**src/rtl/regfile_scoreboard_if.sv**
```systemverilog
// Decode/write-back bundle for the scoreboarded register file.
// master = pipeline side, slave = register file.
interface regfile_scoreboard_if #(
  parameter int D_SIZE = 32,
  parameter int R_SIZE = 3
);
  logic              wb_en;
  logic [R_SIZE-1:0] wb_dest;
  logic [D_SIZE-1:0] wb_data;
  logic [R_SIZE-1:0] rd_addr_1;
  logic [R_SIZE-1:0] rd_addr_2;
  logic [D_SIZE-1:0] rd_data_1;
  logic [D_SIZE-1:0] rd_data_2;
  logic              rd_ready_1;
  logic              rd_ready_2;
  logic              iss_en;
  logic [R_SIZE-1:0] iss_dest;
  logic              iss_stall;
  logic              err_underflow;

  modport master (
    output wb_en, wb_dest, wb_data,
    output rd_addr_1, rd_addr_2,
    output iss_en, iss_dest,
    input  rd_data_1, rd_data_2,
    input  rd_ready_1, rd_ready_2,
    input  iss_stall, err_underflow
  );

  modport slave (
    input  wb_en, wb_dest, wb_data,
    input  rd_addr_1, rd_addr_2,
    input  iss_en, iss_dest,
    output rd_data_1, rd_data_2,
    output rd_ready_1, rd_ready_2,
    output iss_stall, err_underflow
  );
endinterface

```
**src/rtl/regfile_scoreboard.sv**
```systemverilog
// Register file with per-register pending-write counters.
// Define REGFILE_BYPASS_EN for same-cycle write-back forwarding.
module regfile_scoreboard #(
  parameter int D_SIZE   = 32,
  parameter int NUM_REGS = 8,
  parameter int R_SIZE   = 3,
  parameter int CNT_W    = 2,
  parameter int ZERO_REG = 0
) (
  input logic clk,
  input logic reset,
  regfile_scoreboard_if.slave bus
);

  localparam logic [CNT_W-1:0] CNT_MAX = {CNT_W{1'b1}};
  localparam logic [CNT_W-1:0] CNT_ONE = CNT_W'(1);

  logic [D_SIZE-1:0] regs_q [NUM_REGS];
  logic [D_SIZE-1:0] regs_d [NUM_REGS];
  logic [CNT_W-1:0]  cnt_q  [NUM_REGS];
  logic [CNT_W-1:0]  cnt_d  [NUM_REGS];
  logic              err_q;
  logic              err_d;

  logic wb_ok;
  logic iss_ok;
  logic stall;

  function automatic logic is_zero(
    input logic [R_SIZE-1:0] a
  );
    return (ZERO_REG != 0) && (a == '0);
  endfunction

  assign wb_ok  = bus.wb_en && !is_zero(bus.wb_dest);
  assign stall  = !is_zero(bus.iss_dest) &&
                  (cnt_q[bus.iss_dest] == CNT_MAX);
  assign iss_ok = bus.iss_en && !stall &&
                  !is_zero(bus.iss_dest);

  assign bus.iss_stall     = stall;
  assign bus.err_underflow = err_q;

  // A same-register issue and write-back cancel out.
  always_comb begin
    logic inc;
    logic dec;
    regs_d = regs_q;
    cnt_d  = cnt_q;
    err_d  = err_q;
    inc    = 1'b0;
    dec    = 1'b0;
    if (wb_ok) begin
      regs_d[bus.wb_dest] = bus.wb_data;
    end
    for (int i = 0; i < NUM_REGS; i++) begin
      inc = iss_ok && (bus.iss_dest == R_SIZE'(i));
      dec = wb_ok  && (bus.wb_dest  == R_SIZE'(i));
      unique case (1'b1)
        (inc && !dec): cnt_d[i] = cnt_q[i] + CNT_ONE;
        (dec && !inc): begin
          if (cnt_q[i] == '0) begin
            err_d = 1'b1;
          end else begin
            cnt_d[i] = cnt_q[i] - CNT_ONE;
          end
        end
        default: ;
      endcase
    end
  end

  always_ff @(posedge clk or posedge reset) begin
    if (reset) begin
      for (int i = 0; i < NUM_REGS; i++) begin
        regs_q[i] <= '0;
        cnt_q[i]  <= '0;
      end
      err_q <= 1'b0;
    end else begin
      regs_q <= regs_d;
      cnt_q  <= cnt_d;
      err_q  <= err_d;
    end
  end

`ifdef REGFILE_BYPASS_EN
  logic hit_1;
  logic hit_2;

  assign hit_1 = wb_ok && (bus.wb_dest == bus.rd_addr_1);
  assign hit_2 = wb_ok && (bus.wb_dest == bus.rd_addr_2);

  // Ready early when the last outstanding write lands now.
  assign bus.rd_data_1 =
    is_zero(bus.rd_addr_1) ? '0          :
    hit_1                  ? bus.wb_data :
                             regs_q[bus.rd_addr_1];
  assign bus.rd_data_2 =
    is_zero(bus.rd_addr_2) ? '0          :
    hit_2                  ? bus.wb_data :
                             regs_q[bus.rd_addr_2];
  assign bus.rd_ready_1 =
    is_zero(bus.rd_addr_1)           ||
    (cnt_q[bus.rd_addr_1] == '0)     ||
    (hit_1 && (cnt_q[bus.rd_addr_1] == CNT_ONE));
  assign bus.rd_ready_2 =
    is_zero(bus.rd_addr_2)           ||
    (cnt_q[bus.rd_addr_2] == '0)     ||
    (hit_2 && (cnt_q[bus.rd_addr_2] == CNT_ONE));
`else
  assign bus.rd_data_1 =
    is_zero(bus.rd_addr_1) ? '0 : regs_q[bus.rd_addr_1];
  assign bus.rd_data_2 =
    is_zero(bus.rd_addr_2) ? '0 : regs_q[bus.rd_addr_2];
  assign bus.rd_ready_1 =
    is_zero(bus.rd_addr_1) ||
    (cnt_q[bus.rd_addr_1] == '0);
  assign bus.rd_ready_2 =
    is_zero(bus.rd_addr_2) ||
    (cnt_q[bus.rd_addr_2] == '0);
`endif

endmodule

```
**src/flat_wrapper.sv**
```systemverilog
// flat-port wrapper written by rule: the top's interface ports become plain ports
module regfile_scoreboard_flat 
#(
  parameter int D_SIZE   = 32,
  parameter int NUM_REGS = 8,
  parameter int R_SIZE   = 3,
  parameter int CNT_W    = 2,
  parameter int ZERO_REG = 0
)
  (clk, reset, bus_wb_en, bus_wb_dest, bus_wb_data, bus_rd_addr_1, bus_rd_addr_2, bus_iss_en, bus_iss_dest, bus_rd_data_1, bus_rd_data_2, bus_rd_ready_1, bus_rd_ready_2, bus_iss_stall, bus_err_underflow);
  regfile_scoreboard_if #(.D_SIZE(D_SIZE), .R_SIZE(R_SIZE)) bus_i ();
  input logic clk;
  input logic reset;
  input wire logic [$bits(bus_i.wb_en)-1:0] bus_wb_en;
  input wire logic [$bits(bus_i.wb_dest)-1:0] bus_wb_dest;
  input wire logic [$bits(bus_i.wb_data)-1:0] bus_wb_data;
  input wire logic [$bits(bus_i.rd_addr_1)-1:0] bus_rd_addr_1;
  input wire logic [$bits(bus_i.rd_addr_2)-1:0] bus_rd_addr_2;
  input wire logic [$bits(bus_i.iss_en)-1:0] bus_iss_en;
  input wire logic [$bits(bus_i.iss_dest)-1:0] bus_iss_dest;
  output wire logic [$bits(bus_i.rd_data_1)-1:0] bus_rd_data_1;
  output wire logic [$bits(bus_i.rd_data_2)-1:0] bus_rd_data_2;
  output wire logic [$bits(bus_i.rd_ready_1)-1:0] bus_rd_ready_1;
  output wire logic [$bits(bus_i.rd_ready_2)-1:0] bus_rd_ready_2;
  output wire logic [$bits(bus_i.iss_stall)-1:0] bus_iss_stall;
  output wire logic [$bits(bus_i.err_underflow)-1:0] bus_err_underflow;
  assign bus_i.wb_en = bus_wb_en;
  assign bus_i.wb_dest = bus_wb_dest;
  assign bus_i.wb_data = bus_wb_data;
  assign bus_i.rd_addr_1 = bus_rd_addr_1;
  assign bus_i.rd_addr_2 = bus_rd_addr_2;
  assign bus_i.iss_en = bus_iss_en;
  assign bus_i.iss_dest = bus_iss_dest;
  assign bus_rd_data_1 = bus_i.rd_data_1;
  assign bus_rd_data_2 = bus_i.rd_data_2;
  assign bus_rd_ready_1 = bus_i.rd_ready_1;
  assign bus_rd_ready_2 = bus_i.rd_ready_2;
  assign bus_iss_stall = bus_i.iss_stall;
  assign bus_err_underflow = bus_i.err_underflow;
  regfile_scoreboard #(.D_SIZE(D_SIZE), .NUM_REGS(NUM_REGS), .R_SIZE(R_SIZE), .CNT_W(CNT_W), .ZERO_REG(ZERO_REG)) u_core (.clk(clk), .reset(reset), .bus(bus_i));
endmodule
```
**config.mk**
```make
export PLATFORM = sky130hd
export DESIGN_NAME = regfile_scoreboard_flat
export DESIGN_NICKNAME = d
export VERILOG_FILES = /design/src/rtl/regfile_scoreboard_if.sv /design/src/rtl/regfile_scoreboard.sv /design/src/flat_wrapper.sv
export SDC_FILE = /design/constraint.sdc
export NUM_CORES = 1
export LEC_CHECK = 0
export CORE_ASPECT_RATIO = 2
export CORE_MARGIN = 2
export CORE_UTILIZATION = 55
export CTS_BUF_LIST = sky130_fd_sc_hd__clkbuf_4
export DETAILED_ROUTE_END_ITERATION = 16
export PLACE_DENSITY = 0.77
export SYNTH_ARGS = -nofsm -noshare
export SYNTH_HDL_FRONTEND = slang
export SYNTH_SLANG_ARGS = --single-unit
```
**constraint.sdc**
```tcl
create_clock -name clk -period 17.1 [get_ports clk]
set_clock_uncertainty 0.1 [all_clocks]
set_input_delay 3.42 -clock clk [delete_from_list [all_inputs] [get_ports clk]]
set_output_delay 3.42 -clock clk [all_outputs]
set_load 0.05 [all_outputs]
```
==> flow_summary.json, run 1 <==
{
  "status": "completed",
  "cp-start-kind": "primary input",
  "cpMaxStageDelayCell": "buf_4",
  "hold_path_depth": 2,
  "netlist_area_mm2": 0.0146,
  "worstReg2RegStart": "u_core.cnt_q[15]",
  "final_common_cell": "dfrtp_1",
  "wl_per_cell_um": 23.4,
  "max_freq_mhz": 102,
  "fillers": 1943,
  "cts_resized": 0,
  "drt_iter0_drc": 649,
  "die_h_um": 235,
  "power_density_mw_per_mm2": 125,
  "ir_drop_uv": 77.2,
  "ios": 116,
  "regToRegEndpoint": "u_core.bus.err_underflow",
  "arrival_ns": 6.28,
  "p_switching_uw": 708,
  "rows": 84,
  "fin_crit_sh_pct": 57.3,
  "cap_violations": 0,
  "syn_inst": 1045,
  "clock_latency_ns": 0.73,
  "firstDrtPassIters": 4,
  "synth_top_area_share_pct": 46.7,
  "viasPerCell": 6.28,
  "antenna_found_initial": 1,
  "ys.warnings.count": 0,
  "holdBufCountCts": 0,
  "htree_levels": 2,
  "slew_viol_final": 0,
  "synthesis.nets": 1093,
  "ys_types": 37,
  "drive_above_1_share_pct": 43.1,
  "post-route-min-period_ns": 9.80,
  "port_buffers": 115,
  "layout_common_cells": "273 x dfrtp_1, 258 x mux2_2, 203 x nand2_1, 134 x mux4_2, 109 x clkdlybuf4s50_1",
  "core_mm2": 0.0262,
  "grt_first_pass_wirelength_um": 57600,
  "path_cells": "buf_4, buf_4, mux4_2, mux2_2, clkdlybuf4s50_1",
  "seqPwrFrac_pct": 42.8,
  "setup_viol": 0,
  "root_buffer": "clkbuf_4",
  "grt_remaining_overflow": 0,
  "stdcell_area_mm2": 0.0167,
  "ys_seq_area_share_pct": 46.7,
  "numCtsBuffers": 61,
  "power.leakage_uw": 0.00715,
  "p_int_uw": 1390,
  "utilization_pct": 63.9,
  "place.gp.congestion": 0.787,
  "drc": 0,
  "initial_core_util_pct": 55.9,
  "dpl.hpwl_um": 21300,
  "ys_ff_latch": 273,
  "cpMostUsedCell": "buf_4",
  "synthToLayoutAreaGrowth_pct": 14.3,
  "required_ns": 13.58,
  "place_area_mm2": 0.0159,
  "ant_nets": 0,
  "p_sw_share_pct": 33.8,
  "comb_power_share_pct": 32.3,
  "path_clk_slew_ns": 0.07,
  "finalSetupTns_ns": 0,
  "tritoncts": "yes",
  "hold_viol_final": 0,
  "slew_headroom_pct": 24.2,
  "slowest_delay_ns": 0.74,
  "grt_max_degree": 85,
  "clkPwrFrac_pct": 25.0,
  "r2r_cells": 4,
  "crit_fanout": 38,
  "die-width_um": 119,
  "ctsLongestPathBuffers": 3,
  "hold_path.class": "register to register",
  "synth_area_per_cell_um2": 14.0,
  "routed_wl_um": 36300,
  "path_class": "primary input to output pin",
  "synth_ff_type": "dfrtp_1",
  "worstMarginPinSlew_ns": 1.14,
  "rsz0062_at_grt": "false",
  "cts_sinks": 273,
  "reg2reg_slack_ns": 15.55,
  "num_vias": 9752,
  "synth_top_area_cell": "dfrtp_1",
  "dieArea_mm2": 0.0280,
  "end_kind": "output pin",
  "grt_usage_pct": 27.1,
  "min_from": "u_core.regs_q[118]",
  "synth_area_leaders": "dfrtp_1 47%, mux4_2 21%, mux2_2 20%",
  "holdPathEnd": "u_core.regs_q[118]",
  "post_cts_buffers": 0,
  "final_nets": 1209,
  "grt_pass1_vias": 10500,
  "async_reset_ff_share_pct": 100,
  "synth_enable_flop_cells": 0
}
## cell usage after synthesis, drive strengths merged (3+ instances only)
master / number
a211oi: 7
dfrtp: 273
a22oi: 3
nor4bb: 3
a31oi: 5
inv: 11
a221oi: 3
and2: 3
nor2: 12
nand2: 203
a21oi: 6
mux2: 258
o21a: 4
o21ai: 12
nand4b: 3
mux4: 134
clkbuf: 24
nand4: 3
nor2b: 3
buf: 53
## worst max path at each step
stage,from,cells past startpoint,endpoint,slack (ns)
floorplan,reset,1,u_core.bus.err_underflow,6.06
global placement,bus_rd_addr_1[0],5,bus_rd_data_1[0],7.25
detailed placement,bus_rd_addr_1[0],5,bus_rd_data_1[15],7.23
CTS,bus_rd_addr_1[0],5,bus_rd_data_1[15],7.22
global route,bus_rd_addr_2[0],5,bus_rd_data_2[15],7.09
finish,bus_rd_addr_1[0],5,bus_rd_data_1[0],7.30
## routing by layer
metal	vias up	global-route usage, %	wire (um)
li1	4169	-	-
met1	5134	31.2	13200
met2	337	48.8	19600
met3	112	4.24	1800
met4	0	14.3	1660
met5	-	0	0
## kinds of logic after synthesis
group	share of synthesized area [%]
muxes	40.6
xor gates and xnor gates	0.240
buffers and inverters	3.35
DFF	46.7
AOI/OAI and AO/OA	2.01
and+or+nand+nor	7.11
## worst max-delay path, delay by kind of cell
family / cells / cell delay (ns)
mux: 2 / 0.92
buf+inv: 3 / 1.90
## power by group through the flow
stage	Combinational (uW)	Clock, uW	Sequential [uW]
6_report	677	523	896
3_5_place_dp	681	0	904
4_1_cts	683	538	892
5_1_grt	717	573	913
2_1_floorplan	511	0	869
3_3_place_gp	669	0	891
## layout make-up
| type | instances | area [um2] | area share (%) |
|---|---|---|---|
| repair buffers | 130 | 1240 | 7.44 |
| clock inverters | 16 | 92.6 | 0.554 |
| flip-flops and latches | 273 | 6830 | 40.9 |
| multi-input cells | 684 | 7350 | 44.0 |
| well taps | 344 | 430 | 2.58 |
| clock buffers | 95 | 713 | 4.27 |
| diodes | 1 | 2.50 | 0.0150 |
| inverters | 11 | 48.8 | 0.292 |
## metrics by stage
step                      total power (uW)  worst slack [ns]  hold slack (ns)  std cells
after detailed placement              1590              7.23            0.384       1442
after global placement                1560              7.25            0.372       1442
after CTS                             2110              7.22            0.405       1553
after global routing                  2200              7.09            0.422       1554
final                                 2100              7.30            0.400       1554
after floorplan                       1380              6.06            0.358       1045
## flip-flops by register name (all words and copies together), names as in the netlist
signal                    flops
u_core.regs_q               256
u_core.cnt_q                 16
u_core.bus.err_underflow      1
No activity file was read; power rests on OpenSTA's default activity.
==> run 2, diff against run 1 <==
clock period = 9.4 ns   (was 17.1 ns; I/O delays follow)
==> run 2 against run 1 <==
  * Worst setup slack got worse by 4.6 ns
  * Final cell count increased by 0.45%
  * Design area about the same
  * Sequential power increased by 82%
  * Non-clock buffer count increased by 4
  * Sequential share of layout area about the same
  * Global-route usage increased by 0.57 points
  * Count of clock-buffer cells in the layout decreased by 6
==> flow_summary.json, run 2 (synthesis gave the netlist of run 1 again) <==
{
  "clkPwrFrac_pct": 24.4,
  "grt_remaining_overflow": 0,
  "arrival_ns": 4.68,
  "power.leakage_uw": 0.00715,
  "final_common_cell": "dfrtp_1",
  "power_density_mw_per_mm2": 227,
  "finalSetupTns_ns": 0,
  "rows": 84,
  "clock_latency_ns": 0.73,
  "fin_crit_sh_pct": 70.9,
  "holdBufCountCts": 0,
  "status": "completed",
  "htree_levels": 3,
  "drt_iter0_drc": 600,
  "cts_sinks": 273,
  "hold_viol_final": 0,
  "reg2reg_slack_ns": 7.84,
  "seqPwrFrac_pct": 43.1,
  "slew_viol_final": 0,
  "drive_above_1_share_pct": 42.8,
  "routed_wl_um": 37100,
  "topRoutingLayerUsed": "met5",
  "cap_violations": 0,
  "layout_common_cells": "273 x dfrtp_1, 258 x mux2_2, 203 x nand2_1, 134 x mux4_2, 109 x clkdlybuf4s50_1",
  "grt_usage_pct": 27.7,
  "pre_cts_ws_ns": 2.67,
  "p_switching_uw": 1300,
  "largest_register_ffs": 256,
  "num_vias": 9816,
  "post_cts_buffers": 0,
  "root_buffer": "clkbuf_4",
  "ir_drop_uv": 149,
  "ctsLongestPathBuffers": 3,
  "regMostFlops": "u_core.regs_q",
  "rsz0062_at_grt": "false",
  "core_mm2": 0.0262,
  "firstDrtPassIters": 5,
  "p_sw_share_pct": 34.4,
  "comb_power_share_pct": 32.5,
  "tritoncts": "yes",
  "end_kind": "output pin",
  "cts_resized": 0,
  "grt_max_degree": 170,
  "dpl.hpwl_um": 22300,
  "port_buffers": 115,
  "setup_viol": 0,
  "hold_path.class": "register to register",
  "die_h_um": 235,
  "antenna_found_initial": 2,
  "wl_met3_um": 2000,
  "met2_length_um": 20700,
  "place.gp.congestion": 0.808,
  "final_nets": 1218,
  "fin_ws_ns": 2.74,
  "p_int_uw": 2480,
  "drt-met1-wl_um": 13200,
  "max_freq_mhz": 150,
  "ios": 116,
  "grt_pass1_vias": 10700,
  "path_clk_slew_ns": 0.07,
  "drc": 0,
  "synthToLayoutAreaGrowth_pct": 14.3,
  "post-route-min-period_ns": 6.66,
  "crit_fanout": 48,
  "die-width_um": 119,
  "slew_headroom_pct": 17.9,
  "viasPerCell": 6.29,
  "dieArea_mm2": 0.0280,
  "initial_core_util_pct": 55.9,
  "path_class": "primary input to output pin",
  "cp-start-kind": "primary input",
  "worstMarginPinSlew_ns": 1.23,
  "wl_per_cell_um": 23.7,
  "ant_nets": 0,
  "numCtsBuffers": 66,
  "grt_first_pass_wirelength_um": 58500,
  "required_ns": 7.42
}
[run 2: cell count changes in the layout (fill, tap and decap cells not counted), sizes merged]
cell	change
buf	+4
bufinv	-1
clkbuf	-6
clkinv	+9
diode	+1
[run 2: final timing paths]
| path | start | to | cells past startpoint |
|---|---|---|---|
| setup / recovery | bus_rd_addr_2[0] | bus_rd_data_2[17] | 5 |
| min in group asynchronous | reset | u_core.regs_q[60] | 2 |
| hold reg to reg | u_core.regs_q[123] | u_core.regs_q[123] | 2 |
| hold / removal | u_core.regs_q[123] | u_core.regs_q[123] | 2 |
| setup reg to reg | u_core.cnt_q[15] | u_core.bus.err_underflow | 4 |
| max in group asynchronous | reset | u_core.regs_q[199] | 3 |
[run 2: metal layers]
layer  up-vias  global-route usage, %
met3        93                   5.35
met4         4                   12.7
met1      5196                   31.2
li1       4183                      -
met2       340                   50.6
met5         -                      0
[run 2: layout make-up]
cell class                      count  area, um2
Clock inverter                     24       95.1
Timing Repair Buffer              134       1290
Multi-Input combinational cell    684       7350
Fill cell                        1956       9460
Tap cell                          344        430
Inverter                           11       45.0
Antenna cell                        2       5.00
Clock buffer                       89        668
Sequential cell                   273       6830
[run 2: power by group through the flow]
stage	sequential (uW)	clock (uW)	combinational (uW)
6_report	1630	923	1230
4_1_cts	1620	951	1240
3_3_place_gp	1620	0	1220
2_1_floorplan	1580	0	929
3_5_place_dp	1650	0	1240
5_1_grt	1660	1010	1310
[run 2: critical path: stages]
cell and delay (ns):
buf_4 0.73, buf_4 0.47, mux4_2 0.56, mux2_2 0.29
clkdlybuf4s50_1 0.70
[run 2: through the flow]
| stage | hold WS, ns | cells | total power [uW] | cell area, um2 | utilization, % |
|---|---|---|---|---|---|
| 2_1_floorplan | 0.358 | 1045 | 2510 | 14600 | - |
| 3_3_place_gp | 0.372 | 1446 | 2840 | 15900 | 60.9 |
| 3_5_place_dp | 0.386 | 1446 | 2880 | 15900 | 60.9 |
| 4_1_cts | 0.401 | 1559 | 3820 | 16700 | 63.8 |
| 5_1_grt | 0.428 | 1560 | 3980 | 16700 | 63.8 |
| 6_report | 0.399 | 1561 | 3790 | 16700 | 63.9 |
